File: src/rtl/uart_tx_arbiter.sv
// uart_tx_arbiter: shares one uart_tx between NUM_REQ byte requesters.
// Requests are granted round-robin, one frame at a time. A stalled frame
// is abandoned after TIMEOUT_CYCLES, and an optional idle gap of GAP_CYCLES
// can follow each completed frame.
module uart_tx_arbiter #(
    parameter int NUM_REQ        = 4,
    parameter int TIMEOUT_CYCLES = 65535,
    parameter int GAP_CYCLES     = 0
) (
    input  logic                       clk,
    input  logic                       rst,
    input  logic [NUM_REQ-1:0]         req_valid,
    input  logic [8*NUM_REQ-1:0]       req_data,
    output logic [NUM_REQ-1:0]         req_ready,
    output logic                       tx_start,
    output logic [7:0]                 tx_data,
    input  logic                       tx_done,
    output logic                       busy,
    output logic [$clog2(NUM_REQ)-1:0] grant_id,
    output logic                       timeout_err
);

    localparam int IDW = $clog2(NUM_REQ);
    localparam int TCW = (TIMEOUT_CYCLES > 1) ? $clog2(TIMEOUT_CYCLES) : 1;
    localparam int GCW = (GAP_CYCLES > 1) ? $clog2(GAP_CYCLES) : 1;

    // Last counter value before the limit is reached; the limit itself is
    // hit on the edge that leaves this value without seeing tx_done.
    localparam logic [TCW-1:0] TIMEOUT_LIMIT =
        (TIMEOUT_CYCLES > 0) ? TCW'(TIMEOUT_CYCLES - 1) : '0;
    localparam logic [GCW-1:0] GAP_LIMIT =
        (GAP_CYCLES > 0) ? GCW'(GAP_CYCLES - 1) : '0;

    typedef enum logic [1:0] {
        IDLE,
        START,
        WAIT_DONE,
        GAP
    } state_t;

    state_t           state_q, state_d;
    logic [7:0]       tx_data_q, tx_data_d;
    logic [IDW-1:0]   grant_id_q, grant_id_d;
    logic [IDW-1:0]   last_grant_q, last_grant_d;
    logic [TCW-1:0]   to_cnt_q, to_cnt_d;
    logic [GCW-1:0]   gap_cnt_q, gap_cnt_d;
    logic             timeout_err_q, timeout_err_d;

    logic             win_found;
    logic [IDW-1:0]   win_idx;
    logic [NUM_REQ-1:0] win_onehot;
    logic [7:0]       win_byte;

    // Round-robin search starting one past the last accepted requester.
    always_comb begin
        win_found  = 1'b0;
        win_idx    = '0;
        win_onehot = '0;
        win_byte   = 8'h00;
        for (int k = 1; k <= NUM_REQ; k++) begin
            for (int i = 0; i < NUM_REQ; i++) begin
                if (!win_found && req_valid[i] &&
                    (i == ((int'(last_grant_q) + k) % NUM_REQ))) begin
                    win_found     = 1'b1;
                    win_idx       = IDW'(i);
                    win_onehot[i] = 1'b1;
                    win_byte      = req_data[8*i +: 8];
                end
            end
        end
    end

    // Next-state logic: grant in IDLE, pulse start, wait for completion or
    // timeout, then optionally hold off in GAP before the next grant.
    always_comb begin
        state_d       = state_q;
        tx_data_d     = tx_data_q;
        grant_id_d    = grant_id_q;
        last_grant_d  = last_grant_q;
        to_cnt_d      = to_cnt_q;
        gap_cnt_d     = gap_cnt_q;
        timeout_err_d = 1'b0;
        case (state_q)
            IDLE: begin
                if (win_found) begin
                    tx_data_d    = win_byte;
                    grant_id_d   = win_idx;
                    last_grant_d = win_idx;
                    state_d      = START;
                end
            end
            START: begin
                to_cnt_d = '0;
                state_d  = WAIT_DONE;
            end
            WAIT_DONE: begin
                if (tx_done) begin
                    gap_cnt_d = '0;
                    state_d   = (GAP_CYCLES > 0) ? GAP : IDLE;
                end else if ((TIMEOUT_CYCLES > 0) && (to_cnt_q == TIMEOUT_LIMIT)) begin
                    timeout_err_d = 1'b1;
                    state_d       = IDLE;
                end else begin
                    to_cnt_d = to_cnt_q + TCW'(1);
                end
            end
            GAP: begin
                if (gap_cnt_q == GAP_LIMIT) begin
                    state_d = IDLE;
                end else begin
                    gap_cnt_d = gap_cnt_q + GCW'(1);
                end
            end
            default: begin
                state_d = IDLE;
            end
        endcase
    end

    // State and datapath registers; reset leaves requester 0 first in line.
    always_ff @(posedge clk or posedge rst) begin
        if (rst) begin
            state_q       <= IDLE;
            tx_data_q     <= 8'h00;
            grant_id_q    <= '0;
            last_grant_q  <= IDW'(NUM_REQ - 1);
            to_cnt_q      <= '0;
            gap_cnt_q     <= '0;
            timeout_err_q <= 1'b0;
        end else begin
            state_q       <= state_d;
            tx_data_q     <= tx_data_d;
            grant_id_q    <= grant_id_d;
            last_grant_q  <= last_grant_d;
            to_cnt_q      <= to_cnt_d;
            gap_cnt_q     <= gap_cnt_d;
            timeout_err_q <= timeout_err_d;
        end
    end

    // Acceptance strobe is combinational so a byte is taken in the same
    // cycle it is offered; held low while reset is asserted.
    always_comb begin
        req_ready = '0;
        if ((state_q == IDLE) && !rst) begin
            req_ready = win_onehot;
        end
    end

    assign tx_start    = (state_q == START);
    assign busy        = (state_q != IDLE);
    assign tx_data     = tx_data_q;
    assign grant_id    = grant_id_q;
    assign timeout_err = timeout_err_q;

endmodule
File: config.mk
export PLATFORM = sky130hd
export DESIGN_NAME = uart_tx_arbiter
export DESIGN_NICKNAME = d
export VERILOG_FILES = /design/src/rtl/uart_tx_arbiter.sv
export SDC_FILE = /design/constraint.sdc
export NUM_CORES = 1
export LEC_CHECK = 0
export CAP_MARGIN = 40
export CORE_MARGIN = 2
export CORE_UTILIZATION = 40
export DETAILED_ROUTE_END_ITERATION = 10
export PLACE_DENSITY = 0.72
export SETUP_SLACK_MARGIN = 0.4
export SKIP_CTS_REPAIR_TIMING = 1
export SLEW_MARGIN = 40
export SYNTH_ARGS = -nofsm -noshare
export SYNTH_HDL_FRONTEND = slang
export SYNTH_SLANG_ARGS = --single-unit
File: constraint.sdc
create_clock -name clk -period 2.75 [get_ports clk]
set_input_delay 0.825 -clock clk [delete_from_list [all_inputs] [get_ports clk]]
set_output_delay 0.825 -clock clk [all_outputs]
set_load 0.1 [all_outputs]
==> results.cfg, run 1 <==
[outcome]
outcome = completed

[global_route]
grt.total_usage = 0.261
grt_first_pass_wirelength_um = 17700
grt_max_degree = 32
grt_pass1_vias = 3555
grt-ovfl-total = 0
antenna_found_initial = 0

[cells_and_area]
antennaDiodeCount = 0
stdcell_count = 591
fill_cells = 626
area_delta_synth_final_pct = 45.9
nNetsFinal = 535
drive_above_1_share = 0.280

[timing]
timing.fmax_ghz = 0.385
period_share = 0.945
fin_setup_tns_ns = 0
max-slew-margin-rel = 0.671
rsz0062_at_grt = true
tightest_slew_ns = 0.492
hold_viol = 0
setup_viol = 0
post-route-min-period_ns = 2.60
finalClockSkew_ns = 0.0133
slew_violations = 0

[power]
leakagePower_nw = 1.81
combPwrFrac = 0.700
swShare = 0.534
clkPwrFrac = 0.122
intPower_w = 0.00190
switchingPower_w = 0.00218
pwr-share-seq = 0.178
max-vdd-ir-drop_mv = 0.435
cellPowerDensity_mw_per_mm2 = 919

[critical_path]
slowest_stage = and3_4
rr_worst_depth = 6
end_kind = output port
reg2reg_to = tx_data[1]
crit_path_cell_trace = buf_8, buf_6, nor2_4, a21oi_2, o22ai_1, and3_4, buf_12
crit_path_max_fanout = 4
worst-path-buf-inv = 3
cp.depth = 7
setup.worst_path.class = primary input to output port
crit_arrival_ns = 1.77
timing.rr.start = last_grant_q[0]
r2r_setup_slack_ns = 0.44
cp.required_ns = 1.93
max_stage_delay_ns = 0.23
critPathTopFamily = buffers and inverters
critPathLaunchType = primary input

[clock_network]
root_buffer = clkbuf_8
cts_tree = yes
clk_path_buf_depth = 2
clock-sinks = 31
cts_buffers = 5
clkSlewWorstSetupHoldPaths_ns = 0.08
clk_latency_ns = 0.30
h-tree-depth = 2

[hold_path]
min_to = grant_id[1]
hp-start = grant_id[1]
hold_class = flip-flop to flip-flop
hold_depth = 2

[placed_design]
dpl.hpwl_um = 7450
place_inst = 570
routabilityCongestion = 0.943
io_buffer_count = 55

[yosys]
yosys_warnings = 0
synth-simple-area-share = 0.310
seq_area_frac_synth = 0.256
ys_async_sr_fraction = 1.00
syn_area_sq_mm = 0.00304
synth_top_family_by_area = compound AO/OA/AOI/OAI gates
syn_area_per_cell_sq_um = 7.59
ys_ff_latch = 31
synth-main-ff-cell = dfrtp_1
synthMuxAreaShare = 0.00371
synth_cells = 400
synth_compound_area_frac = 0.326
synth_xor_area_frac = 0
synth.distinct_cells = 62
synth-edff-count = 0
syn-num-nets = 444
synth_adder_area_share = 0.0206

[floorplanning]
design.core.area_sq_mm = 0.00729
rows = 31
chipHeight_um = 91.1
fp.dieW_um = 91.1
io_pins = 56
initial_core_util = 0.416
die_area_sq_mm = 0.00830

[route]
vias = 3868
antenna_left = 0
remaining_drc_errors = 0
avgViaCountPerCell = 6.54
first_iter_violations = 623
drt-total-wl_um = 11200
drtPass1Iterations = 7
routedWlPerCell_um = 18.9

[flow_run]
drv_cap = 0
==> cell usage after synthesis (3+ instances only) <==
master | number | share of area
o32ai_1 | 8 | 0.023
o22ai_1 | 10 | 0.021
o31a_1 | 6 | 0.017
buf_2 | 14 | 0.023
dfrtp_1 | 29 | 0.24
nand2_1 | 30 | 0.037
nand3b_1 | 3 | 0.0074
a2111oi_0 | 13 | 0.038
o211ai_1 | 10 | 0.025
nand3_1 | 25 | 0.041
ha_1 | 5 | 0.021
inv_1 | 30 | 0.037
o21ai_0 | 6 | 0.0099
clkbuf_1 | 16 | 0.020
nor3_1 | 28 | 0.046
a31oi_1 | 4 | 0.0082
or4_1 | 9 | 0.022
and3_1 | 5 | 0.010
a211o_1 | 10 | 0.029
nor2_1 | 40 | 0.049
a32oi_1 | 7 | 0.020
buf_1 | 3 | 0.0037
a32o_1 | 12 | 0.040
nand2b_1 | 4 | 0.0082
nor4_1 | 10 | 0.021
nand4_1 | 3 | 0.0062
a21oi_1 | 15 | 0.025
==> per-layer routing <==
metal / up-vias / global-route usage / routed length, um
li1: 1743 / - / -
met1: 1811 / 0.360 / 4470
met2: 259 / 0.401 / 5200
met3: 55 / 0.0456 / 1150
met4: 0 / 0.110 / 359
met5: - / 0 / 0
==> how the worst max path moves through the flow <==
stage                 start      endpoint  slack [ns]
2_1_floorplan  req_valid[0]  req_ready[3]       -0.07
3_3_place_gp   req_valid[0]    tx_data[0]       -0.31
3_5_place_dp   req_valid[2]    tx_data[1]       -0.36
4_1_cts        req_valid[2]  req_ready[1]       -0.31
5_1_grt        req_valid[0]  req_ready[1]        0.10
6_report       req_valid[2]  req_ready[1]        0.15
==> registers in the layout, summed over array words and instances, names as in the netlist <==
name	cells
last_grant_q	2
tx_data	8
timeout_err	1
grant_id	2
state_q	2
to_cnt_q	16
==> layout make-up <==
cell class              instances  area (sq um)  area share
multi-input cells             306          2200       0.497
repair buffers                117          1080       0.244
flip-flops and latches         31           786       0.177
well taps                      99           124      0.0280
inverters                      30           120      0.0271
clock buffers                   6          82.6      0.0186
clock inverters                 2          35.0     0.00791
==> cell usage in the layout, fill, tap and decap left out, types with 4 or more instances in the layout <==
master,count
buf_4,67
clkdlybuf4s50_1,33
nor2_1,32
nand2_1,29
dfrtp_1,29
inv_1,28
nor3_1,26
nand3_1,25
a32o_1,12
o211ai_1,10
a21oi_1,10
nor4_1,10
a211o_1,10
or4_1,9
o22ai_1,9
o32ai_1,8
a32oi_1,7
buf_6,7
a2111oi_2,6
nor2_4,6
o31a_1,6
clkbuf_8,6
buf_12,6
o21ai_0,5
a2111oi_1,5
and3_1,4
a31oi_1,4
a21oi_2,4
ha_1,4
==> cells by family (layout without fill, tap and decap cells) <==
family          Yosys count  after routing
compound gates          123            123
fa+ha+maj                 5              5
buf+inv                  63            155
flops                    31             31
mux                       1              1
simple gates            177            177
==> worst register-to-register path: stages, from the launching register on <==
cell and delay (ns):
dfstp_4 0.69, buf_4 0.16, nand2b_1 0.40, nor3_1 0.10
a2111oi_1 0.42, nor4_1 0.12, a211o_1 0.31
==> metrics by stage <==
step	util	instance area [sq um]	hold WS [ns]	total power, W	worst slack [ns]
finish	0.607	4430	0.502	0.00407	0.151
global placement	0.552	4020	0.478	0.00325	-0.309
floorplan	-	3180	0.485	0.00256	-0.0688
detailed placement	0.552	4020	0.493	0.00328	-0.359
CTS	0.568	4140	0.512	0.00378	-0.305
global route	0.607	4430	0.546	0.00427	0.102
==> power groups by stage <==
stage	combinational, W	clock [W]	sequential [W]
5_1_grt	0.00301	0.000517	0.000743
3_5_place_dp	0.00253	0	0.000752
3_3_place_gp	0.00250	0	0.000749
6_report	0.00285	0.000495	0.000726
2_1_floorplan	0.00135	0	0.00121
4_1_cts	0.00254	0.000502	0.000745
Note: power is estimated with default switching activity, not from simulation.
==> run 2: changes to the inputs <==
--- a/config.mk
+++ b/config.mk
@@ -8,6 +8,7 @@
 export CAP_MARGIN = 40
 export CORE_MARGIN = 2
 export CORE_UTILIZATION = 40
+export CTS_CLUSTER_SIZE = 24
 export DETAILED_ROUTE_END_ITERATION = 10
 export PLACE_DENSITY = 0.72
 export SETUP_SLACK_MARGIN = 0.4
@@ -16,3 +17,4 @@
 export SYNTH_ARGS = -nofsm -noshare
 export SYNTH_HDL_FRONTEND = slang
 export SYNTH_SLANG_ARGS = --single-unit
+export TNS_END_PERCENT = 30
==> results.cfg, run 2 (synthesized netlist as in run 1, its figures left out) <==
[outcome]
outcome = completed

[flow_run]
drv_cap = 0

[cells_and_area]
final_cell_mix = 68 x buf_4, 33 x clkdlybuf4s50_1, 32 x nor2_1
largest_register = to_cnt_q
drive_above_1_share = 0.249
antennaDiodeCount = 0
fin_util = 0.585
final_cell_area_sq_mm = 0.00427
layout_commonest_cell = buf_4
nNetsFinal = 533
area_delta_synth_final_pct = 40.5
largest_reg_flops = 16

[global_route]
grt_pass1_vias = 3571
grt_max_degree = 32
grt-ovfl-total = 0
grt_first_pass_wirelength_um = 17400
antenna_found_initial = 0
grt.total_usage = 0.255

[clock_network]
h-tree-depth = 2
clock-sinks = 31
cts_buffers = 5
clk_path_buf_depth = 2
clk_latency_ns = 0.30
root_buffer = clkbuf_8
cts_tree = yes
clkSlewWorstSetupHoldPaths_ns = 0.07

[route]
drt-total-wl_um = 10800
first_iter_violations = 453
routedWlPerCell_um = 18.4
vias = 3786
drtPass1Iterations = 6
avgViaCountPerCell = 6.43
antenna_left = 0
remaining_drc_errors = 0

[placed_design]
io_buffer_count = 55
postPlaceCellArea_sq_mm = 0.00404
routabilityCongestion = 0.958
dpl.hpwl_um = 7380

[critical_path]
crit_arrival_ns = 1.73
rr_worst_depth = 5
end_kind = output port
timing.rr.start = last_grant_q[0]
startpoint = req_valid[0]
r2r_setup_slack_ns = 0.38
slowest_stage = and3_4
setup.worst_path.class = primary input to output port
crit_path_max_fanout = 5
critPathLaunchType = primary input
crit_top_cell = buf_6
max_stage_delay_ns = 0.21
crit_path_cell_trace = buf_6, buf_6, nor2_4, nor2_2, o22ai_1, and3_4, buf_12
endpoint = req_ready[1]
cp.depth = 7
cp.required_ns = 1.93
reg2reg_to = tx_data[5]
critPathTopFamily = buffers and inverters
worst-path-buf-inv = 3

[power]
cellPowerDensity_mw_per_mm2 = 902
leakagePower_nw = 1.75
max-vdd-ir-drop_mv = 0.476

[floorplanning]
fp.dieW_um = 91.1
chipHeight_um = 91.1
io_pins = 56
initial_core_util = 0.416
rows = 31
die_area_sq_mm = 0.00830
design.core.area_sq_mm = 0.00729

[timing]
slew_violations = 0
finalClockSkew_ns = 0.0188
hold_viol = 0
tightest_slew_ns = 0.677
fin_setup_tns_ns = 0
setup_viol = 0
max-slew-margin-rel = 0.537
rsz0062_at_grt = true
period_share = 0.929
whs_ns = 0.506
post-route-min-period_ns = 2.55
timing.fmax_ghz = 0.391

[hold_path]
hold_class = flip-flop to flip-flop
hold_depth = 2
==> run 2: changes by cell type in the layout (fill, tap and decap cells not counted), sizes merged <==
cell	previous run	this run
buf	82	80
bufinv	1	0
clkbuf	7	8
clkinv	1	0
inv	28	29
==> run 2: per-stage QoR <==
step           power [W]  cells  setup WS (ns)
2_1_floorplan    0.00254    400        -0.0722
3_3_place_gp     0.00322    575         -0.324
3_5_place_dp     0.00325    575         -0.379
4_1_cts          0.00369    583         -0.318
5_1_grt          0.00402    589          0.147
6_report         0.00385    589          0.195
==> run 2: where the power goes <==
group          internal [W]  total (W)  switching [W]
combinational      0.000891    0.00270        0.00180
sequential         0.000605   0.000724       0.000120
clock              0.000228   0.000426       0.000198
total               0.00172    0.00385        0.00212
==> run 2: worst register-to-register path: stages, from the launching register on <==
cell and delay (ns):
dfstp_4 0.68, nor4bb_1 0.46, and2_1 0.46, a2111oi_0 0.25
o31a_1 0.16, a211o_1 0.27
==> run 2: how the worst min path moves through the flow <==
stage / slack [ns] / start / end
2_1_floorplan: 0.48 / state_q[1] / state_q[1]
3_3_place_gp: 0.48 / grant_id[0] / grant_id[0]
3_5_place_dp: 0.49 / grant_id[0] / grant_id[0]
4_1_cts: 0.50 / grant_id[0] / grant_id[0]
5_1_grt: 0.53 / grant_id[1] / grant_id[1]
6_report: 0.51 / grant_id[0] / grant_id[0]
==> run 2: metal layers <==
| metal | vias up | track usage | share of wire |
|---|---|---|---|
| met3 | 32 | 0.0473 | 0.096 |
| met1 | 1789 | 0.343 | 0.42 |
| met4 | 0 | 0.116 | 0.019 |
| met2 | 224 | 0.396 | 0.47 |
| met5 | - | 0 | 0 |
| li1 | 1741 | - | - |
==> run 2: layout make-up <==
| cell class | instances | area, sq um |
|---|---|---|
| Fill cell | 688 | 3030 |
| Inverter | 30 | 116 |
| Clock inverter | 1 | 7.51 |
| Sequential cell | 31 | 786 |
| Clock buffer | 7 | 96.3 |
| Tap cell | 99 | 124 |
| Multi-Input combinational cell | 306 | 2090 |
| Timing Repair Buffer | 115 | 1040 |
